**src/rtl/bb_pkg.sv**
```systemverilog
// Shared types and defaults for the Blackbone bus initiator.
package bb_pkg;

  // Default bus widths; bb_cmd_t is built from these.
  localparam int BB_AW = 8;
  localparam int BB_DW = 32;

  // Bus phase sequencer states.
  typedef enum logic [1:0] {
    IDLE   = 2'd0,
    SETUP  = 2'd1,
    ENABLE = 2'd2
  } bb_mst_st_t;

  // One queued command.
  typedef struct packed {
    logic              we;
    logic [BB_AW-1:0]  addr;
    logic [BB_DW-1:0]  wdata;
  } bb_cmd_t;

  // Data driven onto per_dout for a command: reads put zero on the bus.
  function automatic logic [BB_DW-1:0] bus_wdata(input bb_cmd_t cmd);
    logic [BB_DW-1:0] res;
    if (cmd.we) begin
      res = cmd.wdata;
    end else begin
      res = {BB_DW{1'b0}};
    end
    return res;
  endfunction

endpackage

```
**src/rtl/bb_cmd_fifo.sv**
```systemverilog
// In-order command buffer. Pointers carry one extra wrap bit so that
// full and empty can be told apart when the index bits are equal.
module bb_cmd_fifo
  import bb_pkg::*;
#(
  parameter int DEPTH = 4
) (
  input  logic    clk,
  input  logic    rst,
  input  logic    push,
  input  logic    pop,
  input  bb_cmd_t din,
  output bb_cmd_t dout,
  output logic    full,
  output logic    empty
);

  localparam int PW = $clog2(DEPTH);

  bb_cmd_t      mem_r [DEPTH];
  logic [PW:0]  wr_ptr_r;
  logic [PW:0]  rd_ptr_r;
  logic         push_en_s;
  logic         pop_en_s;

  // Guard against overflow/underflow even if the caller misbehaves.
  assign push_en_s = push && !full;
  assign pop_en_s  = pop && !empty;

  assign empty = (wr_ptr_r == rd_ptr_r);
  assign full  = (wr_ptr_r[PW] != rd_ptr_r[PW]) &&
                 (wr_ptr_r[PW-1:0] == rd_ptr_r[PW-1:0]);
  assign dout  = mem_r[rd_ptr_r[PW-1:0]];

  // Storage write; contents are don't-care while the slot is unused.
  always_ff @(posedge clk) begin
    if (push_en_s) begin
      mem_r[wr_ptr_r[PW-1:0]] <= din;
    end
  end

  // Read/write pointers; reset flushes the buffer.
  always_ff @(posedge clk or posedge rst) begin
    if (rst) begin
      wr_ptr_r <= {(PW+1){1'b0}};
      rd_ptr_r <= {(PW+1){1'b0}};
    end else begin
      if (push_en_s) begin
        wr_ptr_r <= wr_ptr_r + (PW+1)'(1);
      end
      if (pop_en_s) begin
        rd_ptr_r <= rd_ptr_r + (PW+1)'(1);
      end
    end
  end

endmodule

```
**src/rtl/bb_master.sv**
```systemverilog
// Blackbone bus initiator: queues commands and runs each as a
// setup/enable transfer, returning one response per command in order.
module bb_master
  import bb_pkg::*;
#(
  parameter int AW        = BB_AW,
  parameter int DW        = BB_DW,
  parameter int CMD_DEPTH = 4
) (
  input  logic          mclk,
  input  logic          mrst,
  input  logic          cmd_valid,
  output logic          cmd_ready,
  input  logic          cmd_we,
  input  logic [AW-1:0] cmd_addr,
  input  logic [DW-1:0] cmd_wdata,
  output logic          rsp_valid,
  output logic          rsp_we,
  output logic [DW-1:0] rsp_rdata,
  output logic          busy,
  output logic [AW-1:0] per_addr,
  output logic          per_we,
  output logic          per_en,
  output logic [DW-1:0] per_dout,
  input  logic [DW-1:0] per_din
);

  bb_mst_st_t    state_r;
  bb_mst_st_t    next_state_s;
  bb_cmd_t       fifo_din_s;
  bb_cmd_t       fifo_dout_s;
  logic          fifo_full_s;
  logic          fifo_empty_s;
  logic          pop_s;

  logic [AW-1:0] addr_nxt_s;
  logic          we_nxt_s;
  logic          en_nxt_s;
  logic [DW-1:0] dout_nxt_s;
  logic          rsp_valid_nxt_s;
  logic          rsp_we_nxt_s;
  logic [DW-1:0] rsp_rdata_nxt_s;

  assign fifo_din_s.we    = cmd_we;
  assign fifo_din_s.addr  = cmd_addr;
  assign fifo_din_s.wdata = cmd_wdata;

  assign cmd_ready = !fifo_full_s;
  assign busy      = !fifo_empty_s || (state_r != IDLE);

  bb_cmd_fifo #(
    .DEPTH (CMD_DEPTH)
  ) u_fifo (
    .clk   (mclk),
    .rst   (mrst),
    .push  (cmd_valid),
    .pop   (pop_s),
    .din   (fifo_din_s),
    .dout  (fifo_dout_s),
    .full  (fifo_full_s),
    .empty (fifo_empty_s)
  );

  // Next-state, bus and response values; a queued command is loaded
  // straight from ENABLE so the bus never idles between transfers.
  always_comb begin
    next_state_s    = state_r;
    pop_s           = 1'b0;
    addr_nxt_s      = per_addr;
    we_nxt_s        = per_we;
    en_nxt_s        = per_en;
    dout_nxt_s      = per_dout;
    rsp_valid_nxt_s = 1'b0;
    rsp_we_nxt_s    = rsp_we;
    rsp_rdata_nxt_s = rsp_rdata;
    case (state_r)
      IDLE: begin
        if (!fifo_empty_s) begin
          pop_s        = 1'b1;
          addr_nxt_s   = fifo_dout_s.addr;
          we_nxt_s     = fifo_dout_s.we;
          dout_nxt_s   = bus_wdata(fifo_dout_s);
          en_nxt_s     = 1'b0;
          next_state_s = SETUP;
        end else begin
          en_nxt_s     = 1'b0;
          we_nxt_s     = 1'b0;
        end
      end
      SETUP: begin
        en_nxt_s     = 1'b1;
        next_state_s = ENABLE;
      end
      ENABLE: begin
        rsp_valid_nxt_s = 1'b1;
        rsp_we_nxt_s    = per_we;
        if (per_we) begin
          rsp_rdata_nxt_s = {DW{1'b0}};
        end else begin
          rsp_rdata_nxt_s = per_din;
        end
        if (!fifo_empty_s) begin
          pop_s        = 1'b1;
          addr_nxt_s   = fifo_dout_s.addr;
          we_nxt_s     = fifo_dout_s.we;
          dout_nxt_s   = bus_wdata(fifo_dout_s);
          en_nxt_s     = 1'b0;
          next_state_s = SETUP;
        end else begin
          en_nxt_s     = 1'b0;
          we_nxt_s     = 1'b0;
          dout_nxt_s   = {DW{1'b0}};
          next_state_s = IDLE;
        end
      end
      default: begin
        en_nxt_s     = 1'b0;
        we_nxt_s     = 1'b0;
        next_state_s = IDLE;
      end
    endcase
  end

  // State, bus and response registers.
  always_ff @(posedge mclk or posedge mrst) begin
    if (mrst) begin
      state_r   <= IDLE;
      per_addr  <= {AW{1'b0}};
      per_we    <= 1'b0;
      per_en    <= 1'b0;
      per_dout  <= {DW{1'b0}};
      rsp_valid <= 1'b0;
      rsp_we    <= 1'b0;
      rsp_rdata <= {DW{1'b0}};
    end else begin
      state_r   <= next_state_s;
      per_addr  <= addr_nxt_s;
      per_we    <= we_nxt_s;
      per_en    <= en_nxt_s;
      per_dout  <= dout_nxt_s;
      rsp_valid <= rsp_valid_nxt_s;
      rsp_we    <= rsp_we_nxt_s;
      rsp_rdata <= rsp_rdata_nxt_s;
    end
  end

endmodule

```
**config.mk**
```make
export PLATFORM = sky130hd
export DESIGN_NAME = bb_master
export DESIGN_NICKNAME = d
export VERILOG_FILES = /design/src/rtl/bb_pkg.sv /design/src/rtl/bb_cmd_fifo.sv /design/src/rtl/bb_master.sv
export SDC_FILE = /design/constraint.sdc
export NUM_CORES = 1
export LEC_CHECK = 0
export CORE_MARGIN = 2
export CORE_UTILIZATION = 53
export CTS_CLUSTER_DIAMETER = 30
export CTS_CLUSTER_SIZE = 12
export DETAILED_ROUTE_END_ITERATION = 8
export GPL_ROUTABILITY_DRIVEN = 1
export PLACE_DENSITY = 0.79
export SLEW_MARGIN = 5
export SYNTH_ARGS = -nofsm -noshare
export SYNTH_HDL_FRONTEND = slang
export SYNTH_SLANG_ARGS = --single-unit
```
**constraint.sdc**
```tcl
create_clock -name mclk -period 6.9 [get_ports mclk]
set_clock_uncertainty 0.15 [all_clocks]
set_input_delay 1.38 -clock mclk [delete_from_list [all_inputs] [get_ports mclk]]
set_output_delay 1.38 -clock mclk [all_outputs]
set_load 0.05 [all_outputs]
```
==> impl_metrics.tcl, run 1 <==
set metrics [dict create \
    status "complete, no violations" \
    grt_setup_unrepaired "false" \
    start_util 0.5411 \
    grt_most_used_layer "met2" \
    antenna_found_initial 0 \
    ys_ff_latch 248 \
    worstMarginPinSlew_ns 1.144 \
    routedWlPerCell_um 20.81 \
    path_max_fanout 45 \
    syn_nets 573 \
    final_common_cell "edfxtp_1" \
    vdd_drop_max_mv 0.3149 \
    r2r_cells 3 \
    use_met3 0.05259 \
    drive_above_1_share 0.1698 \
    netlist_instances 492 \
    postCtsSetupBuffers 0 \
    grt_util_met2 0.3511 \
    reg2reg_slack_ns 3.50 \
    grt.overflow.total 0 \
    die_x_um 136.7 \
    multi_input_area_um2 2132 \
    worstPathRequired_ns 5.37 \
    cts_buffers 37 \
    cp-start-kind "flop" \
    io_buffers 153 \
    slew_violations 0 \
    post-dp-hpwl_um 11170 \
    grt_max_degree 79 \
    cts_tree "yes" \
    yosysUniqueCellTypes 28 \
    power_frac_clock 0.279 \
    tns_ns 0 \
    vias_per_cell 5.528 \
    clkTransAtPathRegs_ns 0.05 \
    criticalPathCategory "flop to primary output" \
    setup_ws_ns 2.336 \
    whs_path_depth 2 \
    clkSinkCount 248 \
    cts_resized 0 \
    drt_wl_total_um 19020 \
    pwr-share-comb 0.350 \
    syn2layout_area_growth_pct 31.28 \
    swShare 0.3605 \
    crit_path_cell_trace "xnor2_1 -> nand4_1 -> clkdlybuf4s50_1" \
    die-area_um2 18670 \
    nFillCells 1020 \
    finalCriticalPeriod_ns 4.564 \
    maxCapViolations 0 \
    drt_iter0_markers 230 \
    cts_hold_buffers 0 \
    route.detailed.drc 0 \
    root_buffer "clkbuf_16" \
    nets 741 \
    avgSynthCellArea_um2 18.96 \
    p_leak_nw 4.533 \
    grt_pass1_wl_um 29380 \
    ios 154 \
    yosysSeqAreaShare 0.7534 \
    fmax_mhz 219.1 \
    firstDrtPassIters 4 \
    slew_headroom 0.2372 \
    grt_use_met1 0.2781 \
    netlist_area_um2 9326 \
    clockBufferDepth 3 \
    yosys_warnings 0 \
    cp-end-kind "primary output" \
    grt_pass1_vias 5333 \
    power.switching_mw 2.322 \
    min_path_type "flop to flop" \
    p_int_mw 4.119 \
    p_seq_frac 0.371 \
    critPathArrivalTime_ns 3.03 \
    fp.coreArea_um2 17240 \
    finalSetupViolations 0 \
    insertion_delay_ns 0.50 \
    dp_slack_ns 2.844 \
    powerDensity_nw_per_um2 526.1 \
    gp_routability_congestion 0.7467 \
    grtUsageTotal 0.2116 \
    ant_nets 0 \
    die_h_um 136.7 \
    min_period_over_period 0.6614 \
    area.sequential_um2 7032 \
    row_count 48 \
    slowest_delay_ns 1.10 \
    cp_slowest_cell "dfrtp_2" \
    num_antenna_cells 0 \
    mostFrequentLayoutCells "edfxtp_1 (164), clkdlybuf4s50_1 (153), dfrtp_1 (82), mux4_2 (41), clkbuf_16 (39)" \
    vias 5053 \
    finalHoldViolCount 0 \
    h-tree-depth 2 \
]
[cell usage after synthesis, drive strengths merged]
cell type | count | area [um2]
ha | 5 | 62.56
and2 | 3 | 18.77
o311a | 2 | 31.28
o31a | 1 | 8.760
xnor2 | 4 | 35.03
a31oi | 2 | 12.51
dfrtp | 84 | 2102
buf | 13 | 123.9
mux2 | 11 | 123.9
mux4 | 41 | 923.4
nor2 | 3 | 11.26
o21ai | 32 | 160.2
nand3 | 1 | 5.000
o41ai | 1 | 27.53
nand4 | 1 | 6.260
a21o | 1 | 7.510
clkbuf | 14 | 52.55
a22o | 32 | 280.3
edfxtp | 164 | 4925
inv | 5 | 18.77
nand2b | 33 | 206.5
xor2 | 6 | 60.06
nand2 | 33 | 123.9
[metrics by stage]
stage | cells | cell area (um2) | hold slack (ns) | utilization | power (mW)
5_1_grt | 914 | 12240 | 0.3450 | 0.7104 | 6.736
3_3_place_gp | 846 | 11020 | 0.3172 | 0.6394 | 4.579
4_1_cts | 914 | 12240 | 0.3312 | 0.7104 | 6.510
6_report | 914 | 12240 | 0.3248 | 0.7104 | 6.442
2_1_floorplan | 492 | 9326 | 0.3593 | - | 3.971
3_5_place_dp | 846 | 11020 | 0.3214 | 0.6394 | 4.676
[state kept, by name, summed over array words and instances, names as in the netlist]
register,cells
state_r,2
per_dout,32
u_fifo.rd_ptr_r,3
rsp_rdata,32
rsp_valid,1
u_fifo.mem_r,164
per_we,1
per_en,1
per_addr,8
rsp_we,1
u_fifo.wr_ptr_r,3
[worst max-delay path, delay by kind of cell, from the launching register on]
family	cells	cell delay, ns
buffers and inverters	1	0.84
DFF	1	1.10
and+or+nand+nor	1	0.22
xor gates and xnor gates	1	0.37
[cell families after synthesis]
logic type,synth area share
DFF,0.7534
and+or+nand+nor,0.03984
AOI/OAI and AO/OA,0.05661
muxes,0.1123
buffers and inverters,0.02093
xor gates and xnor gates,0.01020
adders and majority gates,0.006708
[worst paths after layout]
check,start,endpoint
max reg2reg,u_fifo.rd_ptr_r[1],u_fifo.mem_r[1][23]
min,rsp_rdata[26],rsp_rdata[26]
min reg2reg,rsp_rdata[26],rsp_rdata[26]
max,u_fifo.rd_ptr_r[1],busy
max in group asynchronous,mrst,u_fifo.rd_ptr_r[0]
min in group asynchronous,mrst,rsp_rdata[21]
[per-layer routing]
layer	vias to the layer above	routed length (um)
met3	33	1404
li1	2240	-
met4	0	369
met2	229	9418
met5	-	0
met1	2551	7827
[final cells by class]
cell class,count,share of cell area
Timing Repair Buffer,156,0.1269
Clock buffer,47,0.08298
Sequential cell,248,0.5743
Clock inverter,21,0.01696
Inverter,5,0.001737
Tap cell,225,0.02299
Multi-Input combinational cell,212,0.1741
[power groups by stage]
stage	registers [mW]	logic [mW]	clock network [mW]
floorplan	2.84	1.13	0
global placement	2.38	2.20	0
detailed placement	2.41	2.26	0
CTS	2.40	2.28	1.83
global route	2.45	2.39	1.89
finish	2.39	2.26	1.80
Note: power is estimated with default switching activity, not from simulation.
==> run 2, diff against run 1 <==
--- a/config.mk
+++ b/config.mk
@@ -6,12 +6,12 @@
 export NUM_CORES = 1
 export LEC_CHECK = 0
 export CORE_MARGIN = 2
-export CORE_UTILIZATION = 53
+export CORE_UTILIZATION = 48
 export CTS_CLUSTER_DIAMETER = 30
 export CTS_CLUSTER_SIZE = 12
 export DETAILED_ROUTE_END_ITERATION = 8
 export GPL_ROUTABILITY_DRIVEN = 1
-export PLACE_DENSITY = 0.79
+export PLACE_DENSITY = 0.76
 export SLEW_MARGIN = 5
 export SYNTH_ARGS = -nofsm -noshare
 export SYNTH_HDL_FRONTEND = slang
==> constraint.sdc (replaced) <==
create_clock -name mclk -period 3.9 [get_ports mclk]
set_clock_uncertainty 0.15 [all_clocks]
set_input_delay 0.78 -clock mclk [delete_from_list [all_inputs] [get_ports mclk]]
set_output_delay 0.78 -clock mclk [all_outputs]
set_load 0.05 [all_outputs]
==> impl_metrics.tcl, run 2 (synthesized netlist as in run 1, its figures left out) <==
set metrics [dict create \
    post-dp-hpwl_um 11660 \
    swShare 0.3577 \
    power.switching_mw 4.115 \
    ios 154 \
    grtUsageTotal 0.1867 \
    use_met3 0.04265 \
    status "complete, no violations" \
    grt_max_degree 67 \
    ant_nets 0 \
    postCtsSetupBuffers 0 \
    min_path_type "flop to flop" \
    worstMarginPinSlew_ns 0.9869 \
    drt_wl_total_um 18720 \
    p_seq_frac 0.348 \
    largest_register_ffs 164 \
    p_total_mw 11.50 \
    power_frac_clock 0.288 \
    clkTransAtPathRegs_ns 0.05 \
    start_util 0.4936 \
    h-tree-depth 2 \
    num_antenna_cells 0 \
    slew_violations 0 \
    tns_ns 0 \
    grt_util_met2 0.3008 \
    row_count 50 \
    multi_input_area_um2 2126 \
    min_period_over_period 0.8423 \
    insertion_delay_ns 0.51 \
    firstDrtPassIters 5 \
    finalSetupViolations 0 \
    critPathArrivalTime_ns 2.35 \
    clockBufferDepth 3 \
    slew_headroom 0.3420 \
    criticalPathCategory "flop to primary output" \
    io_buffers 153 \
    nets 754 \
    cts_resized 0 \
    cts_hold_buffers 0 \
    cts_buffers 40 \
    area.sequential_um2 7032 \
    die_x_um 143.4 \
    maxCapViolations 0 \
    vias 5076 \
    nFillCells 1270 \
    route.detailed.drc 0 \
    p_leak_nw 4.638 \
    finalHoldViolCount 0 \
    die_h_um 143.4 \
    syn2layout_area_growth_pct 33.34 \
    drt_iter0_markers 304 \
    fp.coreArea_um2 18890 \
    p_int_mw 7.390 \
    clkSinkCount 248 \
    worstPathRequired_ns 2.97 \
    grt_pass1_wl_um 29150 \
    mostFrequentLayoutCells "edfxtp_1 (164), clkdlybuf4s50_1 (153), dfrtp_1 (82), mux4_2 (41), clkbuf_16 (41)" \
    grt_most_used_layer "met2" \
    path_max_fanout 6 \
    final_common_cell "edfxtp_1" \
    grt_pass1_vias 5327 \
    finalCriticalPeriod_ns 3.285 \
    vdd_drop_max_mv 0.5795 \
    root_buffer "clkbuf_16" \
    antenna_found_initial 0 \
    gp_routability_congestion 0.7722 \
    cp-start-kind "flop" \
    grt_setup_unrepaired "false" \
    vias_per_cell 5.260 \
    powerDensity_nw_per_um2 925.2 \
    cp-end-kind "primary output" \
    pwr-share-comb 0.364 \
    grt.overflow.total 0 \
    reg2reg_slack_ns 0.82 \
    die-area_um2 20560 \
    cts_tree "yes" \
    drive_above_1_share 0.1887 \
    fmax_mhz 304.4 \
    grt_use_met1 0.2567 \
    routedWlPerCell_um 19.40 \
]
==> run 2: power groups by stage <==
stage / Clock (mW) / Combinational [mW] / Sequential [mW]
finish: 3.31 / 4.19 / 4.01
CTS: 3.38 / 4.25 / 4.02
global placement: 0 / 4.15 / 4.02
detailed placement: 0 / 4.24 / 4.05
global route: 3.50 / 4.47 / 4.09
floorplan: 0 / 1.99 / 5.03
==> run 2: path summary, 6_finish.rpt <==
check                                    from  cells after the start                  to
setup reg to reg           u_fifo.rd_ptr_r[1]                      5  u_fifo.mem_r[2][9]
hold reg to reg                 rsp_rdata[18]                      2       rsp_rdata[18]
min in group asynchronous                mrst                      2       rsp_rdata[22]
setup / recovery           u_fifo.wr_ptr_r[1]                      3                busy
max in group asynchronous                mrst                      3       rsp_rdata[13]
hold / removal                  rsp_rdata[18]                      2       rsp_rdata[18]
==> run 2: per-layer routing <==
layer / vias up / routed length [um]
met4: 0 / 334
met3: 31 / 1528
met5: - / 0
met1: 2537 / 7833
li1: 2273 / -
met2: 235 / 9025
==> run 2: stage by stage <==
stage,hold WS [ns],utilization,instance area (um2),setup WS (ns),cells
2_1_floorplan,0.3593,-,9326,0.2392,492
3_5_place_dp,0.3217,0.5893,11130,0.8077,891
3_3_place_gp,0.3144,0.5893,11130,0.9086,891
4_1_cts,0.3318,0.6582,12440,0.5574,965
5_1_grt,0.3579,0.6582,12440,0.4768,965
6_report,0.3252,0.6582,12440,0.6151,965
==> run 2: worst max-delay path, cell delays in order, from the launching register on <==
cell	delay, ns
dfrtp_1	0.46
xnor2_1	0.44
nand4_1	0.19
clkdlybuf4s50_1	0.75
==> run 2: layout make-up <==
class | count | share of cell area
clock buffers | 49 | 0.08733
clock inverters | 25 | 0.01741
inverters | 5 | 0.001710
multi-input cells | 212 | 0.1709
flip-flops and latches | 248 | 0.5654
well taps | 260 | 0.02616
repair buffers | 166 | 0.1310
==> run 3, diff against run 2 <==
--- a/config.mk
+++ b/config.mk
@@ -6,12 +6,12 @@
 export NUM_CORES = 1
 export LEC_CHECK = 0
 export CORE_MARGIN = 2
-export CORE_UTILIZATION = 48
+export CORE_UTILIZATION = 53
 export CTS_CLUSTER_DIAMETER = 30
 export CTS_CLUSTER_SIZE = 12
 export DETAILED_ROUTE_END_ITERATION = 8
 export GPL_ROUTABILITY_DRIVEN = 1
-export PLACE_DENSITY = 0.76
+export PLACE_DENSITY = 0.79
 export SLEW_MARGIN = 5
 export SYNTH_ARGS = -nofsm -noshare
 export SYNTH_HDL_FRONTEND = slang
==> constraint.sdc (replaced) <==
create_clock -name mclk -period 3.4 [get_ports mclk]
set_clock_uncertainty 0.15 [all_clocks]
set_input_delay 0.68 -clock mclk [delete_from_list [all_inputs] [get_ports mclk]]
set_output_delay 0.68 -clock mclk [all_outputs]
set_load 0.05 [all_outputs]
==> impl_metrics.tcl, run 3 (synthesized netlist as in run 1, its figures left out) <==
set metrics [dict create \
    status "complete, no violations" \
    mostFrequentLayoutCells "edfxtp_1 (164), clkdlybuf4s50_1 (151), dfrtp_1 (82), mux4_2 (41), clkbuf_16 (40)" \
    insertion_delay_ns 0.52 \
    row_count 48 \
    vias 5200 \
    grt_pass1_wl_um 31100 \
    cts_resized 0 \
    slew_headroom 0.3390 \
    syn2layout_area_growth_pct 34.45 \
    power.switching_mw 4.860 \
    die-area_um2 18670 \
    r2r_cells 4 \
    drt_iter0_markers 381 \
    postCtsSetupBuffers 0 \
    p_int_mw 8.924 \
    fin_cells 927 \
    worst_path_dominant_cell_family "flip-flops" \
    ant_nets 0 \
    grt.overflow.total 0 \
    r2r_start "u_fifo.rd_ptr_r[0]" \
    grt_setup_unrepaired "false" \
    criticalPathCategory "flop to primary output" \
    reg2reg_slack_ns 0.68 \
    die_x_um 136.7 \
    routedWlPerCell_um 21.91 \
    die_h_um 136.7 \
    cts_hold_buffers 0 \
    min_path_type "flop to flop" \
    clockBufferDepth 3 \
    num_antenna_cells 0 \
    gp_routability_congestion 0.7321 \
    ios 154 \
    cts_buffers 39 \
    root_buffer "clkbuf_16" \
    start_util 0.5411 \
    clkTransAtPathRegs_ns 0.05 \
    min_to "rsp_rdata[19]" \
    finalHoldViolCount 0 \
    final_common_cell "edfxtp_1" \
    grt_pass1_vias 5543 \
    post-dp-hpwl_um 11530 \
    cp-start-kind "flop" \
    crit_path_cell_trace "xnor2_1 -> nand4_1 -> buf_4" \
    largest_register_ffs 164 \
    p_leak_nw 4.697 \
    worstPathRequired_ns 2.57 \
    path_max_fanout 16 \
    drive_above_1_share 0.1923 \
    critPathArrivalTime_ns 2.01 \
    vdd_drop_max_mv 0.7016 \
    grt_max_degree 67 \
    route.detailed.drc 0 \
    maxCapViolations 0 \
    worstMarginPinSlew_ns 0.9915 \
    grtUsageTotal 0.2263 \
    cp_slowest_cell "dfrtp_4" \
    power_frac_clock 0.309 \
    whs_path_depth 2 \
    h-tree-depth 2 \
    min_period_over_period 0.8362 \
    tns_ns 0 \
    firstDrtPassIters 5 \
    vias_per_cell 5.609 \
    p_total_mw 13.78 \
    dp.cells 855 \
    pwr-share-comb 0.356 \
    io_buffers 153 \
    slowest_delay_ns 0.61 \
    min_from "rsp_rdata[19]" \
    fp.coreArea_um2 17240 \
    drt_wl_total_um 20310 \
    finalSetupViolations 0 \
    cts_tree "yes" \
    fmax_mhz 351.7 \
    slew_violations 0 \
    antenna_found_initial 0 \
    cp-end-kind "primary output" \
    swShare 0.3526 \
    powerDensity_nw_per_um2 1099 \
    nets 752 \
    fin_util 0.7275 \
    clkSinkCount 248 \
    path_buf_inv 1 \
    worstReg2RegEnd "per_dout[0]" \
    p_seq_frac 0.336 \
    finalCriticalPeriod_ns 2.843 \
]
## run 3: through the flow
step / worst slack [ns] / hold slack [ns] / instance area, um2
4_1_cts: 0.4894 / 0.3338 / 12540
2_1_floorplan: 0.4049 / 0.3593 / 9333
6_report: 0.5570 / 0.3313 / 12540
3_5_place_dp: 0.6339 / 0.3239 / 11110
3_3_place_gp: 0.7021 / 0.3135 / 11110
5_1_grt: 0.4278 / 0.3576 / 12540
## run 3: worst max-delay path by stage
stage / cells after the start / start / endpoint / slack [ns]
after detailed placement: 4 / cmd_valid / u_fifo.mem_r[2][22] / 0.63
final: 3 / u_fifo.rd_ptr_r[0] / busy / 0.56
after floorplan: 1 / mrst / per_addr[0] / 0.40
after global placement: 4 / cmd_valid / u_fifo.mem_r[2][22] / 0.70
after CTS: 3 / u_fifo.rd_ptr_r[0] / busy / 0.49
after global routing: 3 / u_fifo.rd_ptr_r[0] / busy / 0.43
## run 3: power groups by stage
stage                     Sequential [mW]  Combinational [mW]  Clock [mW]
final                                4.63                4.91        4.25
after floorplan                      5.76                2.30           0
after global routing                 4.71                5.20        4.44
after global placement               4.59                4.79           0
after detailed placement             4.65                4.89           0
after CTS                            4.63                4.95        4.32
## run 3: area by class of cell
class	count	area, um2
flip-flops and latches	248	7032
fillers	1001	4697
multi-input cells	212	2132
repair buffers	165	1642
clock buffers	49	1075
clock inverters	23	356.6
well taps	225	281.5
inverters	5	21.27
## run 3: per-layer routing
metal  up-vias  GRT usage  routed length, um
li1       2273          -                  -
met5         -          0                  0
met2       258     0.3861              10200
met3        50    0.04667               1706
met4         0    0.08796                574
met1      2619     0.2869               7831
## run 3: tightest hold or removal path, stage by stage, from the launching register on
cell and delay [ns]:
dfrtp_1 0.34, nand2_1 0.04, o21ai_0 0.06
